[src/rtl/mdu_sequencer_if.sv]
// Handshake and result bus between the EX stage and the multiply/divide unit.
// The pipeline side uses the master modport; the MDU uses the slave modport.
interface mdu_sequencer_if #(
    parameter int unsigned WIDTH = 32
);
    logic             start;
    logic [5:0]       funct;
    logic [WIDTH-1:0] rs_val;
    logic [WIDTH-1:0] rt_val;
    logic             flush;
    logic             busy;
    logic             stall;
    logic             done;
    logic             div_by_zero;
    logic [WIDTH-1:0] hi;
    logic [WIDTH-1:0] lo;

    modport master (
        output start, funct, rs_val, rt_val, flush,
        input  busy, stall, done, div_by_zero, hi, lo
    );

    modport slave (
        input  start, funct, rs_val, rt_val, flush,
        output busy, stall, done, div_by_zero, hi, lo
    );
endinterface

[src/rtl/mdu_sequencer.sv]
// Iterative multiply/divide unit owning HI/LO.
// Multiplies with a one-bit-per-cycle shift-add loop and divides with a one-bit-per-cycle
// restoring loop, both on unsigned magnitudes. A final FIX cycle applies result signs and
// writes HI/LO, then DONE pulses for one cycle.
module mdu_sequencer #(
    parameter int unsigned WIDTH = 32
) (
    input logic             clk,
    input logic             reset,
    mdu_sequencer_if.slave  bus
);

    localparam logic [5:0] FnMult  = 6'b011000;
    localparam logic [5:0] FnMultu = 6'b011001;
    localparam logic [5:0] FnDiv   = 6'b011010;
    localparam logic [5:0] FnDivu  = 6'b011011;
    localparam logic [5:0] FnMfhi  = 6'b010000;
    localparam logic [5:0] FnMflo  = 6'b010010;

    localparam int unsigned CntW = (WIDTH > 1) ? $clog2(WIDTH) : 1;
    localparam logic [CntW-1:0] CntLast = CntW'(WIDTH - 1);

    typedef enum logic [2:0] {
        StIdle,
        StMul,
        StDiv,
        StFix,
        StDone
    } state_e;

    state_e             state_q;
    logic [CntW-1:0]    cnt_q;
    // Multiply: upper half is the running partial sum, lower half the multiplier being
    // shifted out; after WIDTH steps it holds the full product magnitude.
    logic [2*WIDTH-1:0] prod_q;
    // Multiplicand magnitude for mult, divisor magnitude for div.
    logic [WIDTH-1:0]   opnd_q;
    // Dividend shifted out of the top while quotient bits shift in at the bottom.
    logic [WIDTH-1:0]   quot_q;
    logic [WIDTH-1:0]   rem_q;
    logic               neg_res_q;
    logic               neg_rem_q;
    logic               is_div_q;
    logic               done_q;
    logic               dbz_q;
    logic [WIDTH-1:0]   hi_q;
    logic [WIDTH-1:0]   lo_q;

    // Instruction decode and operand conditioning.
    logic             is_mul_op;
    logic             is_div_op;
    logic             is_mdu_op;
    logic             is_mf_op;
    logic             is_signed_op;
    logic             rs_neg;
    logic             rt_neg;
    logic [WIDTH-1:0] rs_mag;
    logic [WIDTH-1:0] rt_mag;
    logic             idle_like;
    logic             accept;
    logic             busy;

    // Decode the funct field and take operand magnitudes for the signed forms.
    always_comb begin
        is_mul_op    = (bus.funct == FnMult) || (bus.funct == FnMultu);
        is_div_op    = (bus.funct == FnDiv)  || (bus.funct == FnDivu);
        is_mdu_op    = is_mul_op || is_div_op;
        is_mf_op     = (bus.funct == FnMfhi) || (bus.funct == FnMflo);
        is_signed_op = (bus.funct == FnMult) || (bus.funct == FnDiv);
        rs_neg       = is_signed_op && bus.rs_val[WIDTH-1];
        rt_neg       = is_signed_op && bus.rt_val[WIDTH-1];
        // Negating the most negative value yields 2^(WIDTH-1), which is the correct magnitude.
        rs_mag       = rs_neg ? -bus.rs_val : bus.rs_val;
        rt_mag       = rt_neg ? -bus.rt_val : bus.rt_val;
        idle_like    = (state_q == StIdle) || (state_q == StDone);
        accept       = idle_like && bus.start && is_mdu_op && !bus.flush;
        busy         = (state_q == StMul) || (state_q == StDiv) || (state_q == StFix);
    end

    // Datapath step values for one multiply or divide iteration.
    logic [WIDTH:0]     mul_sum;
    logic [2*WIDTH-1:0] mul_next;
    logic [WIDTH:0]     div_shift;
    logic [WIDTH:0]     div_diff;
    logic               div_fits;
    logic [WIDTH-1:0]   rem_next;
    logic [WIDTH-1:0]   quot_next;

    // Shift-add: add the multiplicand into the upper half when the current multiplier bit is
    // set, then shift the whole product register right by one with the carry entering the top.
    always_comb begin
        mul_sum  = {1'b0, prod_q[2*WIDTH-1:WIDTH]} + {1'b0, (prod_q[0] ? opnd_q : '0)};
        mul_next = {mul_sum, prod_q[WIDTH-1:1]};
    end

    // Restoring step: bring in the next dividend bit, try subtracting the divisor and keep the
    // difference only when it did not go negative. The partial remainder never exceeds
    // 2*divisor-1, so bit WIDTH of the difference is a reliable borrow flag.
    always_comb begin
        div_shift = {rem_q, quot_q[WIDTH-1]};
        div_diff  = div_shift - {1'b0, opnd_q};
        div_fits  = !div_diff[WIDTH];
        rem_next  = div_fits ? div_diff[WIDTH-1:0] : div_shift[WIDTH-1:0];
        quot_next = {quot_q[WIDTH-2:0], div_fits};
    end

    // Sign fix-up applied in the FIX cycle.
    logic [2*WIDTH-1:0] prod_fix;
    logic [WIDTH-1:0]   quot_fix;
    logic [WIDTH-1:0]   rem_fix;

    // Negate results according to the signs recorded at acceptance.
    always_comb begin
        prod_fix = neg_res_q ? -prod_q : prod_q;
        quot_fix = neg_res_q ? -quot_q : quot_q;
        rem_fix  = neg_rem_q ? -rem_q  : rem_q;
    end

    // Sequencer FSM with datapath registers and registered done/div_by_zero pulses.
    always_ff @(posedge clk or negedge reset) begin
        if (!reset) begin
            state_q   <= StIdle;
            cnt_q     <= '0;
            prod_q    <= '0;
            opnd_q    <= '0;
            quot_q    <= '0;
            rem_q     <= '0;
            neg_res_q <= 1'b0;
            neg_rem_q <= 1'b0;
            is_div_q  <= 1'b0;
            done_q    <= 1'b0;
            dbz_q     <= 1'b0;
            hi_q      <= '0;
            lo_q      <= '0;
        end else begin
            done_q <= 1'b0;
            dbz_q  <= 1'b0;
            unique case (state_q)
                StIdle, StDone: begin
                    if (accept) begin
                        cnt_q     <= '0;
                        neg_res_q <= rs_neg ^ rt_neg;
                        neg_rem_q <= rs_neg;
                        is_div_q  <= is_div_op;
                        if (is_div_op) begin
                            opnd_q <= rt_mag;
                            quot_q <= rs_mag;
                            rem_q  <= '0;
                            if (bus.rt_val == '0) begin
                                // Nothing to iterate; report the fault and leave HI/LO alone.
                                state_q <= StDone;
                                done_q  <= 1'b1;
                                dbz_q   <= 1'b1;
                            end else begin
                                state_q <= StDiv;
                            end
                        end else begin
                            opnd_q  <= rs_mag;
                            prod_q  <= {{WIDTH{1'b0}}, rt_mag};
                            state_q <= StMul;
                        end
                    end else begin
                        state_q <= StIdle;
                    end
                end
                StMul: begin
                    if (bus.flush) begin
                        state_q <= StIdle;
                    end else begin
                        prod_q <= mul_next;
                        cnt_q  <= cnt_q + CntW'(1);
                        if (cnt_q == CntLast) begin
                            state_q <= StFix;
                        end
                    end
                end
                StDiv: begin
                    if (bus.flush) begin
                        state_q <= StIdle;
                    end else begin
                        rem_q  <= rem_next;
                        quot_q <= quot_next;
                        cnt_q  <= cnt_q + CntW'(1);
                        if (cnt_q == CntLast) begin
                            state_q <= StFix;
                        end
                    end
                end
                StFix: begin
                    if (bus.flush) begin
                        state_q <= StIdle;
                    end else begin
                        if (is_div_q) begin
                            hi_q <= rem_fix;
                            lo_q <= quot_fix;
                        end else begin
                            hi_q <= prod_fix[2*WIDTH-1:WIDTH];
                            lo_q <= prod_fix[WIDTH-1:0];
                        end
                        done_q  <= 1'b1;
                        state_q <= StDone;
                    end
                end
                default: state_q <= StIdle;
            endcase
        end
    end

    // Output drive; stall only matters while an operation is actually in flight.
    always_comb begin
        bus.busy        = busy;
        bus.stall       = busy && bus.start && (is_mdu_op || is_mf_op);
        bus.done        = done_q;
        bus.div_by_zero = dbz_q;
        bus.hi          = hi_q;
        bus.lo          = lo_q;
    end

endmodule
[src/flat_wrapper.sv]
// flat-port wrapper written by rule: the top's interface ports become plain ports
module mdu_sequencer_flat 
#(
    parameter int unsigned WIDTH = 32
)
  (clk, reset, bus_start, bus_funct, bus_rs_val, bus_rt_val, bus_flush, bus_busy, bus_stall, bus_done, bus_div_by_zero, bus_hi, bus_lo);
  mdu_sequencer_if #(.WIDTH(WIDTH)) bus_i ();
  input logic clk;
  input logic reset;
  input wire logic [$bits(bus_i.start)-1:0] bus_start;
  input wire logic [$bits(bus_i.funct)-1:0] bus_funct;
  input wire logic [$bits(bus_i.rs_val)-1:0] bus_rs_val;
  input wire logic [$bits(bus_i.rt_val)-1:0] bus_rt_val;
  input wire logic [$bits(bus_i.flush)-1:0] bus_flush;
  output wire logic [$bits(bus_i.busy)-1:0] bus_busy;
  output wire logic [$bits(bus_i.stall)-1:0] bus_stall;
  output wire logic [$bits(bus_i.done)-1:0] bus_done;
  output wire logic [$bits(bus_i.div_by_zero)-1:0] bus_div_by_zero;
  output wire logic [$bits(bus_i.hi)-1:0] bus_hi;
  output wire logic [$bits(bus_i.lo)-1:0] bus_lo;
  assign bus_i.start = bus_start;
  assign bus_i.funct = bus_funct;
  assign bus_i.rs_val = bus_rs_val;
  assign bus_i.rt_val = bus_rt_val;
  assign bus_i.flush = bus_flush;
  assign bus_busy = bus_i.busy;
  assign bus_stall = bus_i.stall;
  assign bus_done = bus_i.done;
  assign bus_div_by_zero = bus_i.div_by_zero;
  assign bus_hi = bus_i.hi;
  assign bus_lo = bus_i.lo;
  mdu_sequencer #(.WIDTH(WIDTH)) u_core (.clk(clk), .reset(reset), .bus(bus_i));
endmodule
[config.mk]
export PLATFORM = sky130hd
export DESIGN_NAME = mdu_sequencer_flat
export DESIGN_NICKNAME = d
export VERILOG_FILES = /design/src/rtl/mdu_sequencer_if.sv /design/src/rtl/mdu_sequencer.sv /design/src/flat_wrapper.sv
export SDC_FILE = /design/constraint.sdc
export NUM_CORES = 1
export LEC_CHECK = 0
export CAP_MARGIN = 30
export CORE_ASPECT_RATIO = 0.7
export CORE_MARGIN = 1.5
export CORE_UTILIZATION = 35
export CTS_CLUSTER_SIZE = 24
export DETAILED_ROUTE_END_ITERATION = 8
export PLACE_DENSITY_LB_ADDON = 0.05
export RECOVER_POWER = 50
export SYNTH_ARGS = -nofsm -noshare
export SYNTH_HDL_FRONTEND = slang
export SYNTH_SLANG_ARGS = --single-unit
[constraint.sdc]
create_clock -name clk -period 3.7 [get_ports clk]
set_input_delay 0.74 -clock clk [delete_from_list [all_inputs] [get_ports clk]]
set_output_delay 0.74 -clock clk [all_outputs]
set_load 0.005 [all_outputs]
==> impl_results.md <==
- Final instance area: between 20,000 and 25,000 um2
- Primary FF master, synth: dfrtp_1
- RR Endpoint: u_core.prod_q[60]
- Final setup viols: 0
- Hold Crit Start: u_core.bus.hi[29]
- Synthesized flop and latch total: 237
- DRT Pass-1 Iters: 6
- Post-DP HPWL: ~57,000 um
- Area growth, synth to finish: 21.8%
- Nets@finish: 2,492
- Ports: approximately 140
- Starting DRC count in detailed routing: about 1.8k
- Clk sink count: 237
- Hold Path Class: reg2reg
- Share of the synthesized area in the top cell type: about a third
- GP Congestion: 0.943
- FF-to-FF path depth: 12
- Syn avg cell area: roughly 8.2 um2
- CORE AREA: about 50,000 um2
- Die width: 272 um
- Vias per std cell: 5.74
- Placement Cell Area: between 20,000 and 25,000 um2
- Mapped cell area: between 15,000 and 20,000 um2
- Worst EP arrival: around 3.9 ns
- Insertion delay to the later sink of the worst-skew pair: approximately 0.59 ns
- Worst-path clk slew: around 0.06 ns
- Starting Density: 35.7%
- Drt total wl: around 71,000 um
- Fin worst setup slack: between 0.2 and 0.25 ns
- Hold Crit Endpoint: u_core.bus.hi[29]
- PortBufs: 141
- Initial antenna violation count: 3
- Run status: finished with violations
- First-pass GRT wire length: ~100,000 um
- CTS tree: built
- Sequential share of the synthesized area: 33.5%
- Relative slew slack: -102%
- Largest net degree at the start of global routing: between 70 and 80
- Max Slew Vio Count: 97
- R2r startpoint: u_core.opnd_q[1]
- Crit path time final: roughly 3.5 ns
- Setup TNS: 0 ns
- Maximum VDD drop: 0.000274 V
- Worst Tran Pin Value: between 3 and 4 ns
- Max Buffers Root-to-Sink: 3
- Core Rows: a little under 70
- Max Cap Viol: 2
- GRT Overall Usage: between 20% and 30%
- Die area: between 50,000 and 60,000 um2
- Failing checks: max-capacitance violations, max-slew violations
- Clk root buf: clkbuf_16
- Final Cycle Share: 93.3%
- Vias in the first global route: between 15k and 20k
- Top cells by count, synth: nand2_1 (301), o21ai_0 (278), dfrtp_1 (237)
- Crit. End Element: flip-flop
- Synth unique cells: just over 80
- Post-Place Setup Slack: -0.173 ns
- Die H: between 150 and 200 um
- Cts bufs inserted: 28
- Setup Skew: 0.0368 ns
- Reg2reg setup slack: about 0.25 ns
- Setup CP Type: reg2reg
- ANT nets after route: 0
- PwrDens: 581 nW/um2
- Most common cell in the netlist: nand2_1
- YS warnings: 0
- Post-Synthesis Cells: ~2.2k
- RSZ-0062 raised after global routing: no
- CP Launch Type: flip-flop
- Max Fclk: 290 MHz
- WP data required: about 4.2 ns
- Hold Violations, Final: 0
- Layout cells sized above 1: under 10%
- Pleak: ~9.5 nW
- H-tree depth: 1
- Synth top area cells: dfrtp_1 (33%), o21ai_0 (7.9%), nand2_1 (6.4%)
- Total global routing overflow: 0
- Ys async rst share: 100%
- Worst Hold Path Cells: 2
- Vias post-DR: ~17k
- Area leader, netlist: dfrtp_1
- Worst Path Max Fanout: 4
- Post-synth EDFFs: 0
- Syn Nets: roughly 2.3k
- Post-route DRC: 0
- DR WL/cell: approximately 23 um
-- cell families (layout without fill, tap and decap cells) --
kind of cell,Yosys count,after routing,share of synthesized area (%)
and+or+nand+nor,693,693,18.4
adders and majority gates,73,73,5.24
AOI/OAI and AO/OA,693,693,24.8
xor gates and xnor gates,224,224,11.1
buffers and inverters,194,400,4.24
DFF,237,237,33.5
other,0,2,0
muxes,47,47,2.76
-- worst max-delay path by stage --
stage | from | end | cells after the start
2_1_floorplan | u_core.prod_q[0] | u_core.prod_q[60] | 13
3_3_place_gp | bus_rs_val[1] | u_core.quot_q[27] | 10
3_5_place_dp | bus_rs_val[1] | u_core.quot_q[27] | 10
4_1_cts | u_core.prod_q[0] | u_core.prod_q[60] | 12
5_1_grt | reset | u_core.prod_q[8] | 2
6_report | u_core.opnd_q[1] | u_core.prod_q[60] | 12
-- per-stage QoR --
| step | std cells | total power [mW] | hold WS (ns) | utilization [%] |
|---|---|---|---|---|
| 2_1_floorplan | 2161 | 7.39 | 0.444 | - |
| 4_1_cts | 3032 | 12.4 | 0.0705 | 43.5 |
| 3_3_place_gp | 2980 | 9.49 | 0.451 | 41.6 |
| 5_1_grt | 3032 | 13.3 | 0.493 | 43.5 |
| 6_report | 3034 | 12.5 | 0.465 | 43.5 |
| 3_5_place_dp | 2980 | 9.53 | 0.468 | 41.6 |
-- power breakdown --
group | switching [mW] | total (mW) | internal (mW)
registers | 0.715 | 3.70 | 2.99
clock network | 1.22 | 2.88 | 1.65
logic | 3.55 | 5.96 | 2.41
total | 5.49 | 12.5 | 7.05
-- worst max-delay path: stages (launching register included) --
cell      delay (ns)
dfrtp_1         0.53
nand2_1         0.19
inv_1           0.06
ha_1            0.28
a211oi_1        0.09
o211ai_1        0.32
a211oi_2        0.15
o31ai_2         0.32
a221oi_1        0.13
or3b_2          0.53
o21a_1          0.22
o2111a_1        0.23
a221o_1         0.26
-- repair_timing --
| item | in CTS | in global routing |
|---|---|---|
| endpoints found under the setup margin | 0 | 1 |
| resized for setup | 0 | 3 |
| hold buffers | 0 | 0 |
| buffers inserted | 0 | 0 |
-- routing by layer --
metal  up-vias  wire length, um  GRT usage [%]
met5         -               39              0
met4         6             1250           4.47
met3        79             7490           7.19
met2       694            24900           32.3
met1      8431            37600           45.6
li1       8211                -              -
-- registers in the layout (all words and copies together) (netlist names), 3 cells and up --
register,flops
u_core.bus.hi,32
u_core.bus.lo,32
u_core.cnt_q,5
u_core.opnd_q,32
u_core.prod_q,64
u_core.quot_q,32
u_core.rem_q,32
u_core.state_q,3
-- area by class of cell --
class	count	area, um2
multi-input combinational	1730	11100
tap	665	832
fill	4998	28000
inverter	67	251
sequential	237	5930
clock buffer	36	791
clock inverter	16	161
timing repair buffer	281	2520
antenna	2	5.00
-- cell usage in the layout, fill, tap and decap left out, types with 71 or more instances in the layout --
master / n
a21oi_1: 107
buf_4: 131
o21ai_0: 277
nor2_1: 147
dfrtp_1: 235
xor2_1: 107
nand2_1: 301
ha_1: 71
xnor2_1: 116
clkdlybuf4s50_1: 108
(Power assumes the default switching activity.)
